<file path="config.mk">
export PLATFORM = sky130hd
export DESIGN_NAME = ex_mem_stage
export DESIGN_NICKNAME = d
export VERILOG_FILES = /design/src/rtl/ex_mem_stage_pkg.sv /design/src/rtl/ex_mem_decode.sv /design/src/rtl/ex_mem_stage.sv
export SDC_FILE = /design/constraint.sdc
export NUM_CORES = 1
export LEC_CHECK = 0
export BUFFER_PORTS_ARGS = -buffer_cell sky130_fd_sc_hd__clkbuf_2
export CAP_MARGIN = 15
export CELL_PAD_IN_SITES_DETAIL_PLACEMENT = 0
export CELL_PAD_IN_SITES_GLOBAL_PLACEMENT = 1
export CORE_AREA = 2 2 130 132
export CTS_CLUSTER_DIAMETER = 60
export DETAILED_ROUTE_END_ITERATION = 8
export DIE_AREA = 0 0 132 134
export HOLD_SLACK_MARGIN = 0.1
export MAX_ROUTING_LAYER = met4
export PLACE_DENSITY = 0.91
export SLEW_MARGIN = 20
export SYNTH_ARGS = -nofsm -noshare
export SYNTH_HDL_FRONTEND = slang
export SYNTH_SLANG_ARGS = --single-unit
</file>
<file path="constraint.sdc">
create_clock -name clk -period 3.2 [get_ports clk]
set_input_delay 0.16 -clock clk [delete_from_list [all_inputs] [get_ports clk]]
set_output_delay 0.16 -clock clk [all_outputs]
set_load 0.01 [all_outputs]
</file>
<file path="src/rtl/ex_mem_stage_pkg.sv">
// Shared constants for the EX/MEM boundary: opcode/funct encodings, ALU flag bit
// positions, the default exception vector and the stage FSM state type.
// The ALU uses the same constants so that flag positions and op codes stay in agreement.
package ex_mem_stage_pkg;

  localparam logic [5:0] OP_RTYPE    = 6'h00;
  localparam logic [5:0] OP_BEQ      = 6'h04;
  localparam logic [5:0] OP_BNE      = 6'h05;
  localparam logic [5:0] OP_ADDI     = 6'h08;
  localparam logic [5:0] OP_ITYPE_LO = 6'h08;
  localparam logic [5:0] OP_ITYPE_HI = 6'h0E;
  localparam logic [5:0] OP_LW       = 6'h23;
  localparam logic [5:0] OP_SW       = 6'h2B;

  localparam logic [5:0] FUNCT_ADD = 6'h20;
  localparam logic [5:0] FUNCT_SUB = 6'h22;

  // alu_flags = {zero, negative, overflow}
  localparam int unsigned FLAG_ZERO = 2;
  localparam int unsigned FLAG_NEG  = 1;
  localparam int unsigned FLAG_OVF  = 0;

  localparam logic [31:0] EXC_VECTOR_DEFAULT = 32'h0000_0080;

  typedef enum logic {StEmpty, StFull} state_e;

  // pc + 4 + (sign-extended imm16 << 2), wrapping at 32 bits
  function automatic logic [31:0] branch_target(input logic [31:0] pc, input logic [15:0] imm);
    return pc + 32'd4 + {{14{imm[15]}}, imm, 2'b00};
  endfunction

endpackage

</file>
<file path="src/rtl/ex_mem_decode.sv">
// Combinational decode of the EX-stage instruction word into the control bits the
// MEM stage and the redirect logic need.
module ex_mem_decode
  import ex_mem_stage_pkg::*;
(
  input  logic [31:0] instruction,
  output logic [4:0]  dest,
  output logic        reg_write,
  output logic        mem_read,
  output logic        mem_write,
  output logic        is_beq,
  output logic        is_bne,
  output logic        is_ovf_op
);

  logic [5:0] opcode;
  logic [5:0] funct;
  logic       writes;
  logic       unused_fields;

  assign opcode        = instruction[31:26];
  assign funct         = instruction[5:0];
  assign unused_fields = ^{instruction[25:21], instruction[10:6]};

  // Decode opcode/funct into destination and control bits.
  always_comb begin
    dest      = 5'd0;
    writes    = 1'b0;
    mem_read  = 1'b0;
    mem_write = 1'b0;
    is_beq    = 1'b0;
    is_bne    = 1'b0;
    is_ovf_op = 1'b0;
    case (opcode)
      OP_RTYPE: begin
        dest      = instruction[15:11];
        writes    = 1'b1;
        is_ovf_op = (funct == FUNCT_ADD) || (funct == FUNCT_SUB);
      end
      OP_LW: begin
        dest     = instruction[20:16];
        writes   = 1'b1;
        mem_read = 1'b1;
      end
      OP_SW:   mem_write = 1'b1;
      OP_BEQ:  is_beq = 1'b1;
      OP_BNE:  is_bne = 1'b1;
      default: begin
        if (opcode >= OP_ITYPE_LO && opcode <= OP_ITYPE_HI) begin
          dest      = instruction[20:16];
          writes    = 1'b1;
          is_ovf_op = (opcode == OP_ADDI);
        end
      end
    endcase
    // Writes to r0 are discarded.
    reg_write = writes && (dest != 5'd0);
  end

endmodule

</file>
<file path="src/rtl/ex_mem_stage.sv">
// EX/MEM single-entry pipeline register with branch resolution.
// Optional feature: define EX_MEM_OVF_TRAP_EN to trap on signed overflow of
// add/sub/addi (suppress write-back, pulse exc_valid, redirect to EXC_VECTOR).
module ex_mem_stage
  import ex_mem_stage_pkg::*;
#(
  parameter logic [31:0] EXC_VECTOR = EXC_VECTOR_DEFAULT
) (
  input  logic        clk,
  input  logic        rst_n,
  input  logic        in_valid,
  output logic        in_ready,
  input  logic [31:0] instruction,
  input  logic [31:0] pc,
  input  logic [31:0] alu_result,
  input  logic [31:0] store_data,
  input  logic [2:0]  alu_flags,
  input  logic        flush,
  output logic        out_valid,
  input  logic        out_ready,
  output logic [31:0] out_result,
  output logic [31:0] out_store_data,
  output logic [4:0]  out_dest,
  output logic        out_reg_write,
  output logic        out_mem_read,
  output logic        out_mem_write,
  output logic        redirect_valid,
  output logic [31:0] redirect_pc,
  output logic        exc_valid,
  output logic [31:0] epc
);

  state_e state_q, state_d;

  logic [4:0] dec_dest;
  logic       dec_reg_write, dec_mem_read, dec_mem_write;
  logic       dec_is_beq, dec_is_bne, dec_is_ovf_op;
  logic       capture;
  logic       branch_taken;
  logic       trap;
  logic       redirect_d;
  logic [31:0] target_d;
  logic       unused_flags;

  ex_mem_decode u_decode (
    .instruction (instruction),
    .dest        (dec_dest),
    .reg_write   (dec_reg_write),
    .mem_read    (dec_mem_read),
    .mem_write   (dec_mem_write),
    .is_beq      (dec_is_beq),
    .is_bne      (dec_is_bne),
    .is_ovf_op   (dec_is_ovf_op)
  );

  assign out_valid = (state_q == StFull);
  assign in_ready  = !out_valid || out_ready;
  // A flush kills any incoming transfer as well as the held entry.
  assign capture   = in_valid && in_ready && !flush;

  assign branch_taken = (dec_is_beq && alu_flags[FLAG_ZERO]) ||
                        (dec_is_bne && !alu_flags[FLAG_ZERO]);

`ifdef EX_MEM_OVF_TRAP_EN
  assign trap         = dec_is_ovf_op && alu_flags[FLAG_OVF];
  assign unused_flags = alu_flags[FLAG_NEG];
`else
  assign trap         = 1'b0;
  assign unused_flags = ^{alu_flags[FLAG_NEG], alu_flags[FLAG_OVF], dec_is_ovf_op};
`endif

  // Exception outranks a taken branch.
  assign redirect_d = trap || branch_taken;
  assign target_d   = trap ? EXC_VECTOR : branch_target(pc, instruction[15:0]);

  // Next-state: flush wins, then capture, then drain.
  always_comb begin
    state_d = state_q;
    if (flush) begin
      state_d = StEmpty;
    end else if (capture) begin
      state_d = StFull;
    end else if (out_ready) begin
      state_d = StEmpty;
    end
  end

  // State register.
  always_ff @(posedge clk or negedge rst_n) begin
    if (!rst_n) begin
      state_q <= StEmpty;
    end else begin
      state_q <= state_d;
    end
  end

  // Payload registers load only on capture so they hold steady through a stall.
  always_ff @(posedge clk or negedge rst_n) begin
    if (!rst_n) begin
      out_result     <= '0;
      out_store_data <= '0;
      out_dest       <= '0;
      out_reg_write  <= 1'b0;
      out_mem_read   <= 1'b0;
      out_mem_write  <= 1'b0;
      redirect_pc    <= '0;
    end else if (capture) begin
      out_result     <= alu_result;
      out_store_data <= store_data;
      out_dest       <= dec_dest;
      out_reg_write  <= dec_reg_write && !trap;
      out_mem_read   <= dec_mem_read;
      out_mem_write  <= dec_mem_write;
      if (redirect_d) begin
        redirect_pc <= target_d;
      end
    end
  end

  // Redirect pulse: high only in the cycle following a capturing edge.
  always_ff @(posedge clk or negedge rst_n) begin
    if (!rst_n) begin
      redirect_valid <= 1'b0;
    end else begin
      redirect_valid <= capture && redirect_d;
    end
  end

`ifdef EX_MEM_OVF_TRAP_EN
  // Exception pulse and faulting PC, aligned with the redirect pulse.
  always_ff @(posedge clk or negedge rst_n) begin
    if (!rst_n) begin
      exc_valid <= 1'b0;
      epc       <= '0;
    end else begin
      exc_valid <= capture && trap;
      if (capture && trap) begin
        epc <= pc;
      end
    end
  end
`else
  assign exc_valid = 1'b0;
  assign epc       = '0;
`endif

endmodule

</file>
==> Word-level counts from Yosys, hierarchy flattened <==
Cells that the tools add are included.
{ "classes": {"order_cmp": 2, "muxes": 11, "eq_ne": 4, "n_reduce_logical": 18, "n_addsub": 2} }
{ "op_table": {"columns": ["cell", "n"], "rows": [
  ["adder 32 x 3 -> 32 bit, second input constant", 1],
  ["adder 32 bit", 1],
  ["one-hot mux 5 bit (3 select lines)", 1],
  ["equality test 6 x 3 -> 1 bit, second input constant", 2],
  ["equality test 6 bit, second input constant", 2],
  ["two-way mux 1 bit", 8],
  ["logical AND 1 bit", 7],
  ["greater-or-equal comparator 6 x 4 -> 1 bit, second input constant", 1],
  ["less-or-equal comparator 6 x 4 -> 1 bit, second input constant", 1],
  ["logical NOT 6 bit", 1],
  ["two-way mux 5 bit", 1],
  ["nonzero test 5 bit", 1],
  ["logical NOT 1 bit", 3],
  ["nonzero test 3 bit", 1],
  ["OR reduction 3 bit", 1],
  ["logical OR 1 bit", 2],
  ["one-hot mux 1 bit (2 select lines)", 1],
  ["AND reduction 2 bit", 1],
  ["OR reduction 2 bit", 1]
]} }
{ "totals": {"ff_bits": 106, "in_bits": 136, "output_inout_bits": 140} }

==> Longest topological paths before layout <==
Gate-level depths: netlist of the first run.
{ "depth": {"word_depth": 6, "ltp_mapped": 12, "depth_no_buf": 12} }

==> By module <==
A second synthesis of the first run with hierarchy kept.
{ "unflattened": {"cells_unflattened": 571, "hier_area_um2": 6286.0} }
{ "by_module_without_submodules": {"columns": ["mod", "area_each_um2", "cells_per_inst", "n_inst"], "rows": [
  ["ex_mem_stage", 6087.1, 543, 1],
  ["ex_mem_decode", 198.9, 28, 1]
]} }

==> Worst setup path before layout of the first run <==
No wires, ideal clock.
{ "synth_timing": {"path_kind": "in2reg", "startpoint": "input port instruction[1]", "endpoint": "register redirect_pc[21]", "path_slack_ns": 0.632, "path_stages": 10, "setup_ns": 0.130, "arrival_ns": 2.438, "required_time_ns": 3.070, "path_cell_list": "ha_1 > ha_1 > fa_1 > a21o_1 > a221oi_2 > o21ai_1 > a2111oi_0 > nor2_1 > xnor2_1 > o21ai_1"} }
{ "synth_via": {"elab_chain_len": 1} }
{ "synth_rtl": {"columns": ["element", "line", "text"], "rows": [
  ["from (decl)", "ex_mem_stage.sv:13", "input logic [31:0] instruction,"],
  ["adder 32 bit", "ex_mem_stage_pkg.sv:29", "return pc + 32'd4 + {{14{imm[15]}}, imm, 2'b00};"],
  ["to (signal assigned)", "ex_mem_stage.sv:115", "redirect_pc <= target_d;"],
  ["to (decl)", "ex_mem_stage.sv:28", "output logic [31:0] redirect_pc,"]
]} }
Every way passes these cells.
A chain may end at the register's enable or synchronous reset.

==> Worst setup path in the final report of the first run <==
Same ends and word-level chain as after synthesis.

==> impl_metrics.csv, run 1 <==
group,metric,value,unit
status,outcome,"completed",
logic_synthesis,postSynthRegisterBits,106,
pwr,cellInternalPower,2.668,mW
timing,final_max_slew_viol_count,0,
timing,slew_headroom,36.21,%
logic_synthesis,synth_top_cell_by_area,"sky130_fd_sc_hd__dfrtp_1",
final_layout,fill_cells,1434,
logic_synthesis,number_of_flops_mapped_to_enable_cells_by_yosys,0,
logic_synthesis,synth_top_family_by_area,"compound AO/OA/AOI/OAI gates",
logic_synthesis,yosysWarnings,0,
logic_synthesis,yosys-top-cells-area,"sky130_fd_sc_hd__dfrtp_1, sky130_fd_sc_hd__mux2_2, sky130_fd_sc_hd__ha_1",
global_route,grt_first_pass_wirelength,28720,um
die,die_area,17690,um2
placed_design,gpl.final_weighted_congestion,0.8790,
critical_path,critPathLaunch,"instruction[1]",
min_path,hold_removal_path_class,"primary input to flop",
cts,clock_sink_count,106,
timing,period_needed,2518,ps
final_layout,layout_common_cells,"sky130_fd_sc_hd__clkbuf_2, sky130_fd_sc_hd__dfrtp_1, sky130_fd_sc_hd__dlygate4sd3_1, sky130_fd_sc_hd__mux2_2",
cts,clock_tree.htree_level_count,3,
logic_synthesis,synth_ff_type,"sky130_fd_sc_hd__dfrtp_1",
min_path,hp-start,"instruction[29]",
cts,cts_setup_buffers,0,
die,effective_utilization_at_floorplan,38.42,%
placed_design,numPortBuffers,235,
pwr,p_sw,1.317,mW
critical_path,worst_ep_required_time,3410,ps
global_route,overflow,0,
timing,fmax,397.1,MHz
cts,clk_transition_reported_paths,80,ps
critical_path,crit_fanout,6,
cts,cts_tree,"done",
die,die_x,132,um
logic_synthesis,ys_async_sr_fraction,100.0,%
timing,finalHoldViolations,0,
timing,timing_worst_slew_pin_value,948.2,ps
timing,fin_hold_ws,126.6,ps
logic_synthesis,synth_adder_area_share,11.72,%
cts,tritoncts.num_buffers,9,
critical_path,setup.worst_path.end,"redirect_pc[21]$_DFFE_PN0P_",
global_route,antenna_found_initial,1,
global_route,grt_max_degree,81,
cts,clkLatencyLatePin,340,ps
critical_path,rr_worst_depth,6,
final_layout,finalCoreUtilization,52.04,%
placed_design,place_hpwl,13310,um
timing,report.final.setup_viol,0,
logic_synthesis,synth_compound_gate_area_share,13.47,%
pwr,p_per_area,470.2,nW/um2
placed_design,placedCellCount,1021,
logic_synthesis,synthesis.instances,587,
final_layout,layout_commonest_cell,"sky130_fd_sc_hd__clkbuf_2",
drt,detail_route.first_pass.iterations,5,
timing,unrepaired_setup_endpoints_after_global_routing,"false",
die,row_count,47,
critical_path,worst-setup-path-type,"primary input to flop",
timing,setup_total_negative_slack,0,ps
cts,clk_path_buf_depth,2,
critical_path,rr_endpoint,"redirect_pc[8]$_DFFE_PN0P_",
drt,routed-via-count,5451,
logic_synthesis,synthDominantCellAreaShare,42.38,%
timing,final.setup_skew,11.51,ps
pwr,seq_power_share,41.4,%
final_layout,finalNetCount,1074,
critical_path,r2r_setup_slack,1090,ps
logic_synthesis,syn_avg_cell_area,10.66,um2
logic_synthesis,synth.distinct_cells,54,
drt,drc_errors,0,
pwr,sw_frac_of_total,33.05,%
global_route,groute.usage.overall,21.11,%
die,io_pins,276,
critical_path,end_kind,"flop",
logic_synthesis,yosysSeqAreaShare,42.38,%
final_layout,layout.cells.non_filler,1106,
drt,drt_first_iter_violations,240,
critical_path,reg2reg_from,"out_valid$_DFFE_PN0P_",
final_layout,area_growth_from_synthesis_to_layout,35.45,%
logic_synthesis,synthXorXnorAreaFrac,3.778,%
final_layout,share_of_cells_above_drive_strength_1,37.74,%
logic_synthesis,muxShareOfSynthArea,11.70,%
die,core,16290,um2
min_path,timing.hold.worst_path_depth,3,
pwr,power.static_leakage,4.231,nW
cts,clockRootBuffer,"sky130_fd_sc_hd__clkbuf_16",
flow_run,maxCapViolCount,0,
logic_synthesis,share_of_synthesized_cell_area_in_and_or_nand_and_nor_gates,9.776,%
pwr,vdd_drop_max,0.2959,mV
drt,viasPerCell,4.929,
pwr,pwr-share-comb,31.7,%
critical_path,worst_ep_arrival_time,2730,ps
timing,crit_share_post_route,78.70,%
logic_synthesis,synthesis.area,6259,um2
drt,post_drt_wl_per_cell,16.82,um
global_route,grt_pass1_vias,5305,
critical_path,crit_start_category,"primary input",
die,die_height,134,um
pwr,clockPowerShare,26.9,%
drt,route.final.wire_length,18600,um
drt,route.antenna.remaining_nets,0,
cell families (layout without fill, tap and decap cells):
family                   after synthesis  count (layout)
AO/OA/AOI/OAI                        131             131
XOR/XNOR                              27              27
adder cells (fa/ha/maj)               58              58
other                                  1              34
flip-flops                           106             106
AND/OR/NAND/NOR                      128             128
buffers and inverters                 71             337
multiplexers                          65              65
cell type report:
class / count / area [um2] / share of cell area, %
Multi-Input combinational cell: 442 / 3291 / 38.82
Sequential cell: 106 / 2653 / 31.29
Timing Repair Buffer: 311 / 1932 / 22.79
Tap cell: 220 / 275.3 / 3.247
Clock buffer: 10 / 229.0 / 2.701
Clock inverter: 6 / 57.56 / 0.6790
Inverter: 10 / 37.54 / 0.4428
Antenna cell: 1 / 2.502 / 0.02952
stage by stage:
step / worst slack [ps] / power, mW / cell area [um2]
3_5_place_dp: 309.4 / 2.843 / 7507
3_3_place_gp: 367.0 / 2.820 / 7507
2_1_floorplan: 631.8 / 2.401 / 6379
4_1_cts: 667.6 / 3.980 / 8474
5_1_grt: 491.1 / 4.194 / 8477
6_report: 681.7 / 3.986 / 8477
worst max-delay path, cell delays in order:
cell,delay [ps]
sky130_fd_sc_hd__clkbuf_2,80
sky130_fd_sc_hd__ha_1,280
sky130_fd_sc_hd__ha_1,230
sky130_fd_sc_hd__fa_1,410
sky130_fd_sc_hd__a21o_1,220
sky130_fd_sc_hd__a221oi_2,280
sky130_fd_sc_hd__o21ai_1,230
sky130_fd_sc_hd__a2111oi_0,490
sky130_fd_sc_hd__nor2_1,100
sky130_fd_sc_hd__xnor2_1,180
sky130_fd_sc_hd__o21ai_1,70
power by group through the flow:
stage	Sequential [mW]	Clock, mW	Combinational, mW
6_report	1.65	1.07	1.26
3_3_place_gp	1.65	0	1.17
2_1_floorplan	1.75	0	0.647
4_1_cts	1.64	1.09	1.25
5_1_grt	1.67	1.14	1.38
3_5_place_dp	1.67	0	1.18
routing by layer:
metal / track usage, % / part of all wire, % / vias to the layer above
li1: - / - / 2634
met1: 25.43 / 43 / 2583
met2: 35.91 / 49 / 208
met3: 4.346 / 5.9 / 26
met4: 6.159 / 2.0 / 0
met5: - / 0 / -
worst min path at each step:
stage                                          end  slack, ps
floorplan                  out_dest[0]$_DFFE_PN0P_       -140
global placement    out_store_data[19]$_DFFE_PN0P_        250
detailed placement      out_result[18]$_DFFE_PN0P_        250
CTS                      out_mem_write$_DFFE_PN0P_        110
global route        out_store_data[11]$_DFFE_PN0P_        120
finish                   out_mem_write$_DFFE_PN0P_        130
flip-flops by register name, indices dropped and copies added, names as in the netlist:
register        count
out_result         32
out_store_data     32
redirect_pc        32
out_dest            5
out_mem_read        1
out_mem_write       1
out_reg_write       1
out_valid           1
redirect_valid      1
cell usage after synthesis, types with 6 or more instances:
library cell,instances
sky130_fd_sc_hd__xor2_1,13
sky130_fd_sc_hd__xnor2_1,14
sky130_fd_sc_hd__ha_1,57
sky130_fd_sc_hd__a211oi_1,8
sky130_fd_sc_hd__clkbuf_1,16
sky130_fd_sc_hd__mux2_2,65
sky130_fd_sc_hd__a21o_1,8
sky130_fd_sc_hd__and3_1,6
sky130_fd_sc_hd__nand3_1,14
sky130_fd_sc_hd__a21oi_1,33
sky130_fd_sc_hd__a31oi_1,6
sky130_fd_sc_hd__buf_4,39
sky130_fd_sc_hd__nor2_1,21
sky130_fd_sc_hd__nand2_1,57
sky130_fd_sc_hd__o21ai_1,9
sky130_fd_sc_hd__dfrtp_1,106
sky130_fd_sc_hd__inv_1,10
sky130_fd_sc_hd__o21ai_0,30
repair_timing:
item / CTS / global route
endpoints found under the hold margin: 121 / 0
hold buffers: 68 / 0
gates resized for setup: 0 / 0
Note: power is estimated with default switching activity, not from simulation.
==> run 2: changes to the inputs <==
--- a/config.mk
+++ b/config.mk
@@ -9,13 +9,13 @@
 export CAP_MARGIN = 15
 export CELL_PAD_IN_SITES_DETAIL_PLACEMENT = 0
 export CELL_PAD_IN_SITES_GLOBAL_PLACEMENT = 1
-export CORE_AREA = 2 2 130 132
+export CORE_AREA = 2 2 135 137
 export CTS_CLUSTER_DIAMETER = 60
 export DETAILED_ROUTE_END_ITERATION = 8
-export DIE_AREA = 0 0 132 134
+export DIE_AREA = 0 0 137 139
 export HOLD_SLACK_MARGIN = 0.1
 export MAX_ROUTING_LAYER = met4
-export PLACE_DENSITY = 0.91
+export PLACE_DENSITY = 0.86
 export SLEW_MARGIN = 20
 export SYNTH_ARGS = -nofsm -noshare
 export SYNTH_HDL_FRONTEND = slang
==> constraint.sdc (replaced) <==
create_clock -name clk -period 2.4 [get_ports clk]
set_input_delay 0.12 -clock clk [delete_from_list [all_inputs] [get_ports clk]]
set_output_delay 0.12 -clock clk [all_outputs]
set_load 0.01 [all_outputs]
==> impl_metrics.csv, run 2 (synthesis gave the netlist of run 1 again) <==
group,metric,value,unit
drt,drt_first_iter_violations,164,
final_layout,fill_cells,1590,
drt,viasPerCell,4.710,
die,die_area,19040,um2
critical_path,critical_path.slowest_cell,"sky130_fd_sc_hd__fa_2",
timing,period_needed,2243,ps
timing,report.final.setup_viol,0,
pwr,pwr-share-comb,34.2,%
timing,slew_headroom,60.68,%
drt,routed-via-count,5596,
cts,clk_path_buf_depth,2,
drt,drc_errors,0,
critical_path,worst-setup-path-type,"primary input to flop",
cts,cts_tree,"done",
die,die_x,137,um
critical_path,path_cells,"clkbuf_2 -> ha_1 -> ha_1 -> fa_2 -> a21o_1 -> a221oi_4 -> o21ai_2 -> a211oi_1 -> o21ai_0 -> xnor2_1 -> o21ai_0",
final_layout,layout_commonest_cell,"sky130_fd_sc_hd__clkbuf_2",
placed_design,place_hpwl,13980,um
drt,post_drt_wl_per_cell,15.17,um
cts,clock_sink_count,106,
final_layout,final_area,9081,um2
timing,final.setup_skew,7.550,ps
cts,cts_setup_buffers,0,
pwr,clockPowerShare,25.8,%
pwr,cellInternalPower,3.720,mW
cts,clockRootBuffer,"sky130_fd_sc_hd__clkbuf_16",
pwr,sw_frac_of_total,32.24,%
global_route,groute.usage.overall,19.30,%
pwr,p_per_area,604.5,nW/um2
final_layout,share_of_cells_above_drive_strength_1,42.63,%
placed_design,post_dp_cell_area,8073,um2
timing,crit_share_post_route,93.44,%
critical_path,end_kind,"flop",
timing,fin_hold_ws,120.6,ps
critical_path,max_stage_delay,360,ps
min_path,hold_removal_path_class,"primary input to flop",
timing,final_max_slew_viol_count,0,
critical_path,worst_ep_arrival_time,2450,ps
critical_path,crit_fanout,6,
global_route,overflow,0,
pwr,power.static_leakage,4.582,nW
flow_run,maxCapViolCount,0,
die,core,17660,um2
placed_design,numPortBuffers,235,
die,row_count,49,
timing,fmax,445.9,MHz
global_route,grt_first_pass_wirelength,28140,um
cts,clock_tree.htree_level_count,3,
global_route,grt_pass1_vias,5619,
status,outcome,"completed",
drt,route.antenna.remaining_nets,0,
placed_design,gpl.final_weighted_congestion,0.9078,
global_route,antenna_found_initial,2,
critical_path,crit_family,"compound AO/OA/AOI/OAI gates",
final_layout,area_growth_from_synthesis_to_layout,45.10,%
final_layout,layout_common_cells,"sky130_fd_sc_hd__clkbuf_2, sky130_fd_sc_hd__dfrtp_1, sky130_fd_sc_hd__buf_4, sky130_fd_sc_hd__dlygate4sd3_1, sky130_fd_sc_hd__mux2_2",
critical_path,path_buf_inv,1,
final_layout,reg_top3,"out_result: 32 flops, out_store_data: 32 flops, redirect_pc: 32 flops",
die,effective_utilization_at_floorplan,35.45,%
final_layout,layout.area.seq,2653,um2
timing,timing_worst_slew_pin_value,589.8,ps
cts,clkLatencyLatePin,340,ps
drt,route.final.wire_length,18030,um
pwr,totalPowerFinal,5.490,mW
final_layout,finalNetCount,1146,
cts,tritoncts.num_buffers,9,
drt,detail_route.first_pass.iterations,4,
pwr,seq_power_share,40.0,%
final_layout,multi_input_comb_area,3321,um2
die,die_height,139,um
global_route,grt_max_degree,107,
timing,finalHoldViolations,0,
critical_path,worst_ep_required_time,2610,ps
pwr,p_sw,1.770,mW
cts,clk_transition_reported_paths,70,ps
die,io_pins,276,
critical_path,crit_start_category,"primary input",
pwr,vdd_drop_max,0.3944,mV
## run 2: changes by cell type in the layout (fill, tap and decap cells not counted), moves of 2 or more
cell / delta
sky130_fd_sc_hd__dlygate4sd3_1: +3
sky130_fd_sc_hd__buf_4: +68
sky130_fd_sc_hd__a2111oi_0: -2
sky130_fd_sc_hd__a2111oi_2: +2
## run 2: metal layers
metal	vias up	GRT usage [%]	routed length [um]
met5	-	-	0
met4	0	7.162	472
met3	26	3.874	1188
met2	192	32.86	9052
met1	2586	22.23	7310
li1	2792	-	-
## run 2: per-stage QoR
| step | cells | setup WS (ps) | setup TNS, ps | utilization [%] |
|---|---|---|---|---|
| floorplan | 619 | 22.83 | 0 | - |
| detailed placement | 1099 | -214.7 | -2303 | 45.72 |
| global route | 1188 | -15.82 | -28.42 | 51.43 |
| finish | 1188 | 157.4 | 0 | 51.43 |
| global placement | 1099 | -229.7 | -1906 | 45.72 |
| CTS | 1186 | 161.9 | 0 | 51.37 |
## run 2: timing repair
item | CTS | global route
hold buffers | 71 | 0
endpoints found under the hold margin | 175 | 0
resized for setup | 0 | 3
endpoints found under the setup margin | 0 | 2
## run 2: layout make-up
cell class	instances	share of cell area [%]
diodes	2	0.05511
clock buffers	9	2.480
clock inverters	7	0.6751
inverters	10	0.4133
multi-input cells	442	36.57
flip-flops and latches	106	29.21
well taps	229	3.155
repair buffers	383	27.45
## run 2: final timing paths
| kind | from | end | slack [ps] | depth (start not counted) |
|---|---|---|---|---|
| max | instruction[1] | redirect_pc[25]$_DFFE_PN0P_ | 160 | 11 |
| max in group asynchronous | rst_n | redirect_pc[19]$_DFFE_PN0P_ | 1570 | 3 |
| max reg2reg | out_valid$_DFFE_PN0P_ | out_result[27]$_DFFE_PN0P_ | 570 | 4 |
| min in group asynchronous | rst_n | out_store_data[12]$_DFFE_PN0P_ | 370 | 3 |
| min reg2reg | redirect_pc[8]$_DFFE_PN0P_ | redirect_pc[8]$_DFFE_PN0P_ | 480 | 1 |
| min | instruction[18] | out_dest[2]$_DFFE_PN0P_ | 120 | 3 |
## run 2: tightest hold or removal path: stages
cell and delay [ps]:
sky130_fd_sc_hd__clkbuf_2 90, sky130_fd_sc_hd__a22oi_1 60, sky130_fd_sc_hd__a21oi_1 140
## run 2: power groups by stage
stage          combinational, mW  clock, mW  sequential [mW]
6_report                    1.88       1.42             2.20
3_5_place_dp                1.78          0             2.23
3_3_place_gp                1.76          0             2.21
2_1_floorplan              0.875          0             2.34
4_1_cts                     1.88       1.47             2.19
5_1_grt                     2.07       1.55             2.23
==> run 3: changes to the inputs <==
--- a/config.mk
+++ b/config.mk
@@ -9,13 +9,14 @@
 export CAP_MARGIN = 15
 export CELL_PAD_IN_SITES_DETAIL_PLACEMENT = 0
 export CELL_PAD_IN_SITES_GLOBAL_PLACEMENT = 1
-export CORE_AREA = 2 2 135 137
+export CORE_AREA = 3 3 136 138
 export CTS_CLUSTER_DIAMETER = 60
 export DETAILED_ROUTE_END_ITERATION = 8
-export DIE_AREA = 0 0 137 139
+export DIE_AREA = 0 0 139 141
 export HOLD_SLACK_MARGIN = 0.1
 export MAX_ROUTING_LAYER = met4
 export PLACE_DENSITY = 0.86
+export SETUP_SLACK_MARGIN = 0.4
 export SLEW_MARGIN = 20
 export SYNTH_ARGS = -nofsm -noshare
 export SYNTH_HDL_FRONTEND = slang
==> constraint.sdc (replaced) <==
create_clock -name clk -period 2.3 [get_ports clk]
set_input_delay 0.115 -clock clk [delete_from_list [all_inputs] [get_ports clk]]
set_output_delay 0.115 -clock clk [all_outputs]
set_load 0.01 [all_outputs]
==> impl_metrics.csv, run 3 (synthesis gave the netlist of run 1 again) <==
group,metric,value,unit
timing,crit_share_post_route,89.85,%
timing,finalHoldViolations,0,
drt,detail_route.first_pass.iterations,4,
critical_path,path_buf_inv,2,
final_layout,layout.cells.non_filler,1200,
die,effective_utilization_at_floorplan,36.18,%
placed_design,numPortBuffers,235,
timing,fmax,483.9,MHz
timing,timing_worst_slew_pin_value,501.1,ps
placed_design,gpl.final_weighted_congestion,0.8619,
cts,clockRootBuffer,"sky130_fd_sc_hd__clkbuf_16",
min_path,timing.hold.worst_path_depth,3,
pwr,pwr-share-comb,37.7,%
cts,cts_tree,"done",
die,die_area,19600,um2
final_layout,layout_common_cells,"sky130_fd_sc_hd__clkbuf_2, sky130_fd_sc_hd__dfrtp_1, sky130_fd_sc_hd__buf_4, sky130_fd_sc_hd__dlygate4sd3_1, sky130_fd_sc_hd__mux2_2",
critical_path,crit_fanout,3,
critical_path,max_stage_delay,360,ps
drt,route.final.wire_length,20420,um
drt,viasPerCell,4.852,
cts,clock_sink_count,106,
min_path,hold_removal_path_class,"primary input to flop",
critical_path,crit_start_category,"primary input",
global_route,use_met1,23.78,%
final_layout,finalNetCount,1164,
die,core,17300,um2
pwr,cellInternalPower,4.223,mW
final_layout,multi_input_comb_area,4148,um2
timing,unrepaired_setup_endpoints_after_global_routing,"true",
global_route,gr-max-usage-layer,"met2",
flow_run,maxCapViolCount,0,
cts,tritoncts.num_buffers,9,
die,io_pins,276,
timing,report.final.setup_viol,0,
critical_path,worst_path_most_repeated_cell,"sky130_fd_sc_hd__ha_4",
global_route,groute.usage.overall,20.58,%
placed_design,pre_cts_ws,-280.4,ps
global_route,grt.met2_usage,36.18,%
critical_path,worst_ep_arrival_time,2290,ps
placed_design,placedCellCount,1098,
global_route,overflow,0,
placed_design,place_hpwl,14950,um
final_layout,reg_top3,"out_result: 32 flops, out_store_data: 32 flops, redirect_pc: 32 flops",
cts,clkLatencyLatePin,350,ps
pwr,clockPowerShare,25.5,%
final_layout,layout_commonest_cell,"sky130_fd_sc_hd__clkbuf_2",
pwr,seq_power_share,36.8,%
drt,post_drt_wl_per_cell,17.01,um
die,die_height,141,um
timing,slew_headroom,66.60,%
cts,clk_transition_reported_paths,70,ps
critical_path,path_cells,"buf_6 -> ha_4 -> ha_4 -> fa_2 -> a21o_1 -> a221oi_4 -> o211a_1 -> a31o_4 -> buf_4 -> xor2_1 -> o21ai_0",
die,row_count,48,
pwr,vdd_drop_max,0.3353,mV
drt,routed-via-count,5822,
critical_path,worst-setup-path-type,"primary input to flop",
final_layout,fill_cells,1438,
final_layout,area_growth_from_synthesis_to_layout,61.54,%
timing,setup_total_negative_slack,0,ps
drt,drt_first_iter_violations,257,
cts,clk_path_buf_depth,2,
final_layout,layout.area.seq,2653,um2
pwr,p_per_area,617.9,nW/um2
timing,period_needed,2067,ps
critical_path,end_kind,"flop",
pwr,sw_frac_of_total,32.40,%
final_layout,share_of_cells_above_drive_strength_1,52.26,%
timing,fin_hold_ws,123.9,ps
timing,worst_slack,233.4,ps
cts,clock_tree.htree_level_count,3,
critical_path,rr_worst_depth,4,
timing,final_max_slew_viol_count,0,
critical_path,critical_path.slowest_cell,"sky130_fd_sc_hd__fa_2",
critical_path,count_of_cell_instances_traversed_by_the_critical_path,11,
drt,route.antenna.remaining_nets,0,
timing,final.setup_skew,8.953,ps
global_route,grt_pass1_vias,5967,
critical_path,worst_ep_required_time,2530,ps
global_route,grt_first_pass_wirelength,31530,um
critical_path,crit_family,"compound AO/OA/AOI/OAI gates",
status,outcome,"completed",
global_route,antenna_found_initial,1,
final_layout,finalCoreUtilization,58.45,%
global_route,grt_max_degree,63,
die,die_x,139,um
pwr,p_sw,2.024,mW
global_route,grt_util_met3,4.376,%
pwr,power.static_leakage,4.763,nW
drt,drc_errors,0,
[run 3: cell types whose count changed in the layout (fill, tap and decap cells not counted), moves of 10 or more]
cell	change
sky130_fd_sc_hd__ha_4	+37
sky130_fd_sc_hd__o21ai_0	-10
sky130_fd_sc_hd__buf_4	+10
sky130_fd_sc_hd__ha_1	-37
sky130_fd_sc_hd__a21oi_1	-10
[run 3: layer usage]
metal | wire [um] | vias up
met2 | 10520 | 198
li1 | - | 2831
met1 | 8200 | 2756
met5 | 0 | -
met4 | 601 | 0
met3 | 1094 | 37
[run 3: timing repair]
action                     CTS  global route
setup endpoints to repair   17            31
setup buffers                4             6
pin swaps                   22            28
hold endpoints to repair   107             0
hold buffers                76             0
gates resized for setup     27            64
[run 3: metrics by stage]
step                      total power, mW  instance area (um2)
after floorplan                     3.455                 6734
after global placement              4.272                 8399
after detailed placement            4.312                 8399
after CTS                           6.090                 9647
after global routing                6.611                10110
final                               6.247                10110
[run 3: power by group through the flow]
| stage | registers, mW | clock network, mW | logic [mW] |
|---|---|---|---|
| 6_report | 2.30 | 1.59 | 2.36 |
| 3_3_place_gp | 2.31 | 0 | 1.97 |
| 2_1_floorplan | 2.44 | 0 | 1.02 |
| 3_5_place_dp | 2.32 | 0 | 1.99 |
| 5_1_grt | 2.33 | 1.72 | 2.56 |
| 4_1_cts | 2.29 | 1.62 | 2.18 |
[run 3: final timing paths]
kind	slack [ps]	to	startpoint
worst max register to register	550	out_store_data[23]$_DFFE_PN0P_	out_valid$_DFFE_PN0P_
worst min register to register	480	redirect_pc[30]$_DFFE_PN0P_	redirect_pc[30]$_DFFE_PN0P_
min in group asynchronous	330	redirect_pc[1]$_DFFE_PN0P_	rst_n
worst max-delay path	230	redirect_pc[23]$_DFFE_PN0P_	instruction[1]
max in group asynchronous	1300	out_store_data[9]$_DFFE_PN0P_	rst_n
worst min-delay path	120	out_dest[3]$_DFFE_PN0P_	instruction[19]
[run 3: area by class of cell]
type / instances / share of cell area (%)
multi-input combinational: 442 / 41.03
timing repair buffer: 401 / 26.56
sequential: 106 / 26.24
tap: 225 / 2.785
clock buffer: 10 / 2.364
clock inverter: 5 / 0.6312
inverter: 10 / 0.3713
antenna: 1 / 0.02475
[run 3: worst register-to-register path, stage by stage, from the launching register on]
cell                      delay, ps
sky130_fd_sc_hd__dfrtp_1        380
sky130_fd_sc_hd__nor2b_1        160
sky130_fd_sc_hd__nor3b_2        340
sky130_fd_sc_hd__buf_12         330
sky130_fd_sc_hd__mux2_2         430
